--- src/rtl/scarv_cop_palu_padd_pipe.sv ---
// Two-stage packed (SIMD) add/subtract with per-lane carry-out and multi-precision carry chaining.
// Optional per-lane unsigned saturation is built only when SCARV_COP_PADD_SAT_EN is defined.
module scarv_cop_palu_padd_pipe #(
    parameter int XLEN  = 32,
    parameter int CHAIN = 1
) (
    input  logic            g_clk,
    input  logic            g_resetn,
    input  logic            in_valid,
    output logic            in_ready,
    input  logic [XLEN-1:0] in_a,
    input  logic [XLEN-1:0] in_b,
    input  logic [2:0]      in_pw,
    input  logic            in_sub,
    input  logic            in_ci,
    input  logic            in_chain,
`ifdef SCARV_COP_PADD_SAT_EN
    input  logic            in_sat,
`endif
    output logic            out_valid,
    input  logic            out_ready,
    output logic [XLEN-1:0] out_c,
    output logic [15:0]     out_co
);

    localparam int HALF = XLEN / 2;

    localparam logic [2:0] SCARV_COP_PW_1  = 3'd0;
    localparam logic [2:0] SCARV_COP_PW_2  = 3'd1;
    localparam logic [2:0] SCARV_COP_PW_4  = 3'd2;
    localparam logic [2:0] SCARV_COP_PW_8  = 3'd3;
    localparam logic [2:0] SCARV_COP_PW_16 = 3'd4;

    function automatic logic [2:0] norm_pw(input logic [2:0] pw);
        logic [2:0] r;
        case (pw)
            SCARV_COP_PW_2, SCARV_COP_PW_4, SCARV_COP_PW_8, SCARV_COP_PW_16: r = pw;
            default: r = SCARV_COP_PW_1;
        endcase
        return r;
    endfunction

    // Lane width minus one: a bit index i starts a lane when (i & mask) == 0.
    function automatic logic [6:0] lane_mask(input logic [2:0] pw);
        logic [6:0] r;
        case (pw)
            SCARV_COP_PW_2:  r = 7'(XLEN / 2 - 1);
            SCARV_COP_PW_4:  r = 7'(XLEN / 4 - 1);
            SCARV_COP_PW_8:  r = 7'(XLEN / 8 - 1);
            SCARV_COP_PW_16: r = 7'(XLEN / 16 - 1);
            default:         r = 7'(XLEN - 1);
        endcase
        return r;
    endfunction

    // Segmented ripple add over half the datapath; returns {per-bit carry-out, sum}.
    function automatic logic [2*HALF-1:0] seg_add(
        input logic [HALF-1:0] a,
        input logic [HALF-1:0] b,
        input logic            cin_first,
        input logic            cin_lane,
        input logic [6:0]      lmask,
        input int              base
    );
        logic            c;
        logic [HALF-1:0] s;
        logic [HALF-1:0] co;
        c = cin_first;
        for (int i = 0; i < HALF; i++) begin
            if (i != 0 && (7'(base + i) & lmask) == 7'd0)
                c = cin_lane;
            s[i]  = a[i] ^ b[i] ^ c;
            co[i] = (a[i] & b[i]) | (c & (a[i] ^ b[i]));
            c     = co[i];
        end
        return {co, s};
    endfunction

    function automatic logic [15:0] pick_co(input logic [2:0] pw, input logic [XLEN-1:0] cb);
        logic [15:0] co;
        co = '0;
        case (pw)
            SCARV_COP_PW_2:  for (int k = 0; k < 2; k++)  co[k] = cb[(k + 1) * (XLEN / 2) - 1];
            SCARV_COP_PW_4:  for (int k = 0; k < 4; k++)  co[k] = cb[(k + 1) * (XLEN / 4) - 1];
            SCARV_COP_PW_8:  for (int k = 0; k < 8; k++)  co[k] = cb[(k + 1) * (XLEN / 8) - 1];
            SCARV_COP_PW_16: for (int k = 0; k < 16; k++) co[k] = cb[(k + 1) * (XLEN / 16) - 1];
            default:         co[0] = cb[XLEN-1];
        endcase
        return co;
    endfunction

`ifdef SCARV_COP_PADD_SAT_EN
    // Broadcast each lane's carry-out across every bit of that lane.
    function automatic logic [XLEN-1:0] lane_co_bits(input logic [6:0] lmask, input logic [XLEN-1:0] cb);
        logic [XLEN-1:0] r;
        logic            cur;
        cur = cb[XLEN-1];
        for (int i = XLEN - 1; i >= 0; i--) begin
            if ((7'(i + 1) & lmask) == 7'd0)
                cur = cb[i];
            r[i] = cur;
        end
        return r;
    endfunction

    function automatic logic [XLEN-1:0] saturate(
        input logic [XLEN-1:0] s,
        input logic [XLEN-1:0] lco,
        input logic            sub
    );
        return sub ? (s & lco) : (s | lco);
    endfunction
`endif

    logic                accept;
    logic                adv;
    logic                vld_p1;
    logic                vld_p2;
    logic                carry_q;

    logic [2:0]          pw_n;
    logic [XLEN-1:0]     b_eff;
    logic [2*HALF-1:0]   lo_r0;
    logic [2*HALF-1:0]   lo_r1;

    logic [HALF-1:0]     lo_s0_p1;
    logic [HALF-1:0]     lo_s1_p1;
    logic [HALF-1:0]     lo_c0_p1;
    logic [HALF-1:0]     lo_c1_p1;
    logic [HALF-1:0]     a_hi_p1;
    logic [HALF-1:0]     b_hi_p1;
    logic [2:0]          pw_p1;
    logic                sub_p1;
    logic                ci_p1;
    logic                chain_p1;
`ifdef SCARV_COP_PADD_SAT_EN
    logic                sat_p1;
`endif

    logic                cin0;
    logic                bnd;
    logic [HALF-1:0]     lo_s;
    logic [HALF-1:0]     lo_c;
    logic [2*HALF-1:0]   hi_r;
    logic [XLEN-1:0]     sum;
    logic [XLEN-1:0]     cbits;
    logic [XLEN-1:0]     res;

    logic [XLEN-1:0]     c_p2;
    logic [15:0]         co_p2;
    logic                msc_p2;

    assign adv      = vld_p1 && (!vld_p2 || out_ready);
    assign in_ready = !vld_p1 || !vld_p2 || out_ready;
    assign accept   = in_valid && in_ready;

    // Stage 1: lower half computed for both possible lane-0 carry-ins, since a chained
    // carry may not be known until the predecessor reaches stage 2.
    assign pw_n  = norm_pw(in_pw);
    assign b_eff = in_sub ? ~in_b : in_b;
    assign lo_r0 = seg_add(in_a[HALF-1:0], b_eff[HALF-1:0], 1'b0, in_sub, lane_mask(pw_n), 0);
    assign lo_r1 = seg_add(in_a[HALF-1:0], b_eff[HALF-1:0], 1'b1, in_sub, lane_mask(pw_n), 0);

    always_ff @(posedge g_clk) begin
        if (accept) begin
            lo_s0_p1 <= lo_r0[HALF-1:0];
            lo_c0_p1 <= lo_r0[2*HALF-1:HALF];
            lo_s1_p1 <= lo_r1[HALF-1:0];
            lo_c1_p1 <= lo_r1[2*HALF-1:HALF];
            a_hi_p1  <= in_a[XLEN-1:HALF];
            b_hi_p1  <= b_eff[XLEN-1:HALF];
            pw_p1    <= pw_n;
            sub_p1   <= in_sub;
            ci_p1    <= in_ci;
            chain_p1 <= in_chain;
`ifdef SCARV_COP_PADD_SAT_EN
            sat_p1   <= in_sat;
`endif
        end
    end

    // Stage 2: resolve lane-0 carry (forwarded from stage 2 if the predecessor is still
    // there), select the lower half and finish the upper half.
    always_comb begin
        cin0 = ci_p1;
        if (CHAIN != 0 && chain_p1)
            cin0 = vld_p2 ? msc_p2 : carry_q;
        lo_s  = cin0 ? lo_s1_p1 : lo_s0_p1;
        lo_c  = cin0 ? lo_c1_p1 : lo_c0_p1;
        bnd   = (pw_p1 == SCARV_COP_PW_1) ? lo_c[HALF-1] : sub_p1;
        hi_r  = seg_add(a_hi_p1, b_hi_p1, bnd, sub_p1, lane_mask(pw_p1), HALF);
        sum   = {hi_r[HALF-1:0], lo_s};
        cbits = {hi_r[2*HALF-1:HALF], lo_c};
        res   = sum;
`ifdef SCARV_COP_PADD_SAT_EN
        if (sat_p1)
            res = saturate(sum, lane_co_bits(lane_mask(pw_p1), cbits), sub_p1);
`endif
    end

    always_ff @(posedge g_clk or negedge g_resetn) begin
        if (!g_resetn) begin
            vld_p1  <= 1'b0;
            vld_p2  <= 1'b0;
            c_p2    <= '0;
            co_p2   <= '0;
            msc_p2  <= 1'b0;
            carry_q <= 1'b0;
        end else begin
            if (accept)
                vld_p1 <= 1'b1;
            else if (adv)
                vld_p1 <= 1'b0;

            if (adv) begin
                vld_p2 <= 1'b1;
                c_p2   <= res;
                co_p2  <= pick_co(pw_p1, cbits);
                msc_p2 <= cbits[XLEN-1];
            end else if (out_ready) begin
                vld_p2 <= 1'b0;
            end

            if (CHAIN != 0 && vld_p2 && out_ready)
                carry_q <= msc_p2;
        end
    end

    assign out_valid = vld_p2;
    assign out_c     = c_p2;
    assign out_co    = co_p2;

endmodule
--- config.mk ---
export PLATFORM = sky130hd
export DESIGN_NAME = scarv_cop_palu_padd_pipe
export DESIGN_NICKNAME = d
export VERILOG_FILES = /design/src/rtl/scarv_cop_palu_padd_pipe.sv
export SDC_FILE = /design/constraint.sdc
export NUM_CORES = 1
export LEC_CHECK = 0
export CAP_MARGIN = 20
export CORE_MARGIN = 2
export CORE_UTILIZATION = 57
export DETAILED_ROUTE_END_ITERATION = 10
export PLACE_DENSITY = 0.86
export SYNTH_ARGS = -nofsm -noshare
export SYNTH_HDL_FRONTEND = slang
export SYNTH_SLANG_ARGS = --single-unit
--- constraint.sdc ---
create_clock -name g_clk -period 19.8 [get_ports g_clk]
set_input_delay 3.96 -clock g_clk [delete_from_list [all_inputs] [get_ports g_clk]]
set_output_delay 3.96 -clock g_clk [all_outputs]
set_load 0.01 [all_outputs]
==> results.py <==
metrics = {
    "status": {
        "status": "completed",
    },
    "global_route": {
        "track_usage_pct": 25.28,
        "grt_pass1_wl_um": 24070,
        "overflow": 0,
        "grt_pass1_vias": 4747,
        "grt_max_degree": 87,
        "antenna_found_initial": 0,
    },
    "timing": {
        "setup_tns_ns": 0,
        "whs_ns": 0.4807,
        "skew_ns": 0.008063,
        "finalCriticalPeriod_ns": 12.55,
        "maxSlewViolCount": 0,
        "slew-limit-headroom_pct": 28.67,
        "rsz0062_at_grt": "false",
        "fmax_mhz": 79.67,
        "fin_crit_sh_pct": 63.39,
        "finalHoldViolations": 0,
        "setup_viol": 0,
        "worst-slew-pin-transition_ns": 1.068,
        "layout_setup_ws_ns": 7.249,
    },
    "clock_network": {
        "cts_tree": "yes",
        "cts.root.buffer_cell": "clkbuf_16",
        "clk_path_buf_depth": 2,
        "cts_sinks": 138,
        "cts_buffers": 17,
        "cts_resized": 0,
        "post-cts-setup-buffer-count": 0,
        "clk_latency_ns": 0.42,
        "h-tree-depth": 4,
        "clk_transition_reported_paths_ns": 0.06,
        "hold_buffers": 0,
    },
    "floorplanning": {
        "dieArea_um2": 12870,
        "num_rows": 39,
        "start_util_pct": 59.04,
        "coreArea_um2": 11560,
        "die_y_um": 113.4,
        "die_w_um": 113.4,
        "io_pins": 124,
    },
    "yosys": {
        "syn_area_per_cell_um2": 12.46,
        "ys_seq_area_share_pct": 56.88,
        "synth_flop_cell": "edfxtp_1",
        "yosys_warnings": 0,
        "yosysTopAreaCellShare_pct": 37.82,
        "async_flop_share_pct": 37.68,
        "ys_ff_latch": 138,
        "synth_area_leader_cell": "edfxtp_1",
        "synth_cell_type_count": 47,
        "synth_edf_count": 86,
        "syn_nets": 670,
        "synth_cells": 548,
        "synth_area_leaders": "edfxtp_1, dfrtp_1, fa_1",
        "syn_area_um2": 6828,
    },
    "worst_setup_path": {
        "slowest_stage": "buf_4",
        "critPathKind": "input port to register",
        "cp_slowest_stage_delay_ns": 0.49,
        "cp.buffers_inverters": 4,
        "endpoint_kind": "register",
        "ff2ff_path_depth": 42,
        "startpoint_type": "input port",
        "cp_num_cells": 34,
        "required_ns": 19.96,
        "cpLargestDelayFamily": "adder cells",
        "arrival_ns": 12.71,
        "path_max_fanout": 36,
        "cp_common_cell": "fa_1",
    },
    "finish": {
        "antenna_cells": 0,
        "fin_area_um2": 8720,
        "drive_above_1_share_pct": 6.696,
        "register_area_um2": 3884,
        "multiInputGateArea_um2": 2515,
        "area_delta_synth_final_pct": 27.71,
        "final_util_pct": 75.40,
        "instances_no_fill": 830,
        "num-fill-cells": 701,
        "fin_nets": 796,
    },
    "routing": {
        "vias": 4513,
        "wl_met2_um": 8131,
        "drtIter0Drc": 411,
        "wl_met3_um": 862,
        "via_per_inst": 5.437,
        "drc_errors": 0,
        "wl_per_cell_um": 18.38,
        "routed.top_layer": "met4",
        "antenna_left": 0,
        "wl_met1_um": 5808,
        "drtPass1Iterations": 5,
        "wl_um": 15250,
    },
    "power_and_ir_drop": {
        "power_mw": 0.8741,
        "internal_power_mw": 0.6357,
        "comb_power_share_pct": 23.1,
        "p_leak_nw": 3.773,
        "power.density_nw_per_um2": 100.2,
        "switching_power_mw": 0.2384,
        "clkPwrFrac_pct": 33.1,
        "seqPwrFrac_pct": 43.8,
        "vdd.ir_drop.worst_mv": 0.07077,
        "sw_frac_of_total_pct": 27.27,
    },
    "run": {
        "drv_cap": 0,
    },
    "min_path": {
        "min_path_type": "register to register",
        "hold_depth": 2,
    },
    "placed_design": {
        "place_area_um2": 8159,
        "post-dp-hpwl_um": 10290,
        "dp.cells": 797,
        "portBuffers": 123,
        "pre_cts_slack_ns": 6.826,
        "gp_congestion": 0.8240,
    },
}
kinds of logic (layout without fill, tap and decap cells):
group	Yosys count	count (layout)	share of synthesized area [%]
xor gates and xnor gates	33	33	4.233
muxes	30	30	4.654
adders and majority gates	48	48	13.85
buffers and inverters	110	249	6.359
DFF	138	138	56.88
and+or+nand+nor	106	106	6.450
AOI/OAI and AO/OA	83	83	7.569
power by group through the flow:
stage / clock network [mW] / registers, mW / logic [mW]
final: 0.289 / 0.383 / 0.202
after CTS: 0.291 / 0.383 / 0.203
after detailed placement: 0 / 0.387 / 0.199
after floorplan: 0 / 0.393 / 0.0954
after global routing: 0.304 / 0.387 / 0.222
after global placement: 0 / 0.385 / 0.188
synthesized netlist by cell type, types with 2 or more instances:
master	n
mux2i_1	21
nand3_1	4
edfxtp_1	86
a31o_2	2
nand2_1	70
a22o_1	3
a21oi_1	6
a21o_1	7
o2111ai_1	2
xnor2_1	13
mux2_1	2
buf_6	2
a22oi_1	2
fa_1	46
o21ai_0	36
nor2b_1	2
a32oi_1	3
and2_1	2
buf_2	2
mux2_2	5
nor2_1	18
inv_1	90
o21ai_1	12
nand2b_1	5
ha_1	2
dfrtp_1	52
xor2_1	20
clkbuf_1	14
layer usage:
layer	vias up	GRT usage [%]
li1	2049	-
met3	44	5.632
met4	0	10.89
met5	-	0
met2	180	43.43
met1	2240	31.16
layout by cell type (no fill, tap or decap), drive strengths merged, types with 3 or more instances in the layout:
master / Yosys / layout
xor2: 20 / 20
buf: 6 / 6
nor2: 18 / 18
nand2: 70 / 70
inv: 90 / 90
a22o: 3 / 3
mux2i: 22 / 22
a21oi: 7 / 7
nand2b: 5 / 5
dfrtp: 52 / 52
xnor2: 13 / 13
edfxtp: 86 / 86
nand3: 4 / 4
clkinv: 0 / 7
mux2: 8 / 8
and2: 3 / 3
o21ai: 48 / 48
fa: 46 / 46
a32oi: 3 / 3
a21o: 7 / 7
clkbuf: 14 / 22
clkdlybuf4s50: 0 / 121
final timing paths:
| path | startpoint | endpoint | slack (ns) |
|---|---|---|---|
| min in group asynchronous | g_resetn | out_c[9] | 3.65 |
| hold reg to reg | out_c[16] | out_c[16] | 0.48 |
| setup / recovery | in_sub | lo_s1_p1[15] | 7.25 |
| max in group asynchronous | g_resetn | out_c[15] | 15.67 |
| setup reg to reg | out_valid | out_co[1] | 9.72 |
| hold / removal | out_c[16] | out_c[16] | 0.48 |
flip-flops by register name (all words and copies together), names as in the netlist:
register   count
lo_s0_p1      16
pw_p1          3
lo_c1_p1       8
msc_p2         1
lo_c0_p1       8
ci_p1          1
a_hi_p1       16
out_valid      1
out_c         32
chain_p1       1
b_hi_p1       16
sub_p1         1
vld_p1         1
out_co        16
carry_q        1
lo_s1_p1      16
tightest hold or removal path, stage by stage, from the launching register on:
cell and delay, ns:
dfrtp_1 0.34, nand2_1 0.05, nand2_1 0.06
cell type report:
class	instances	area share, %
sequential	138	44.54
multi-input combinational	300	28.84
timing repair buffer	127	14.49
clock buffer	22	5.324
inverter	90	3.874
tap	143	2.052
clock inverter	10	0.8753
(Power assumes the default switching activity.)
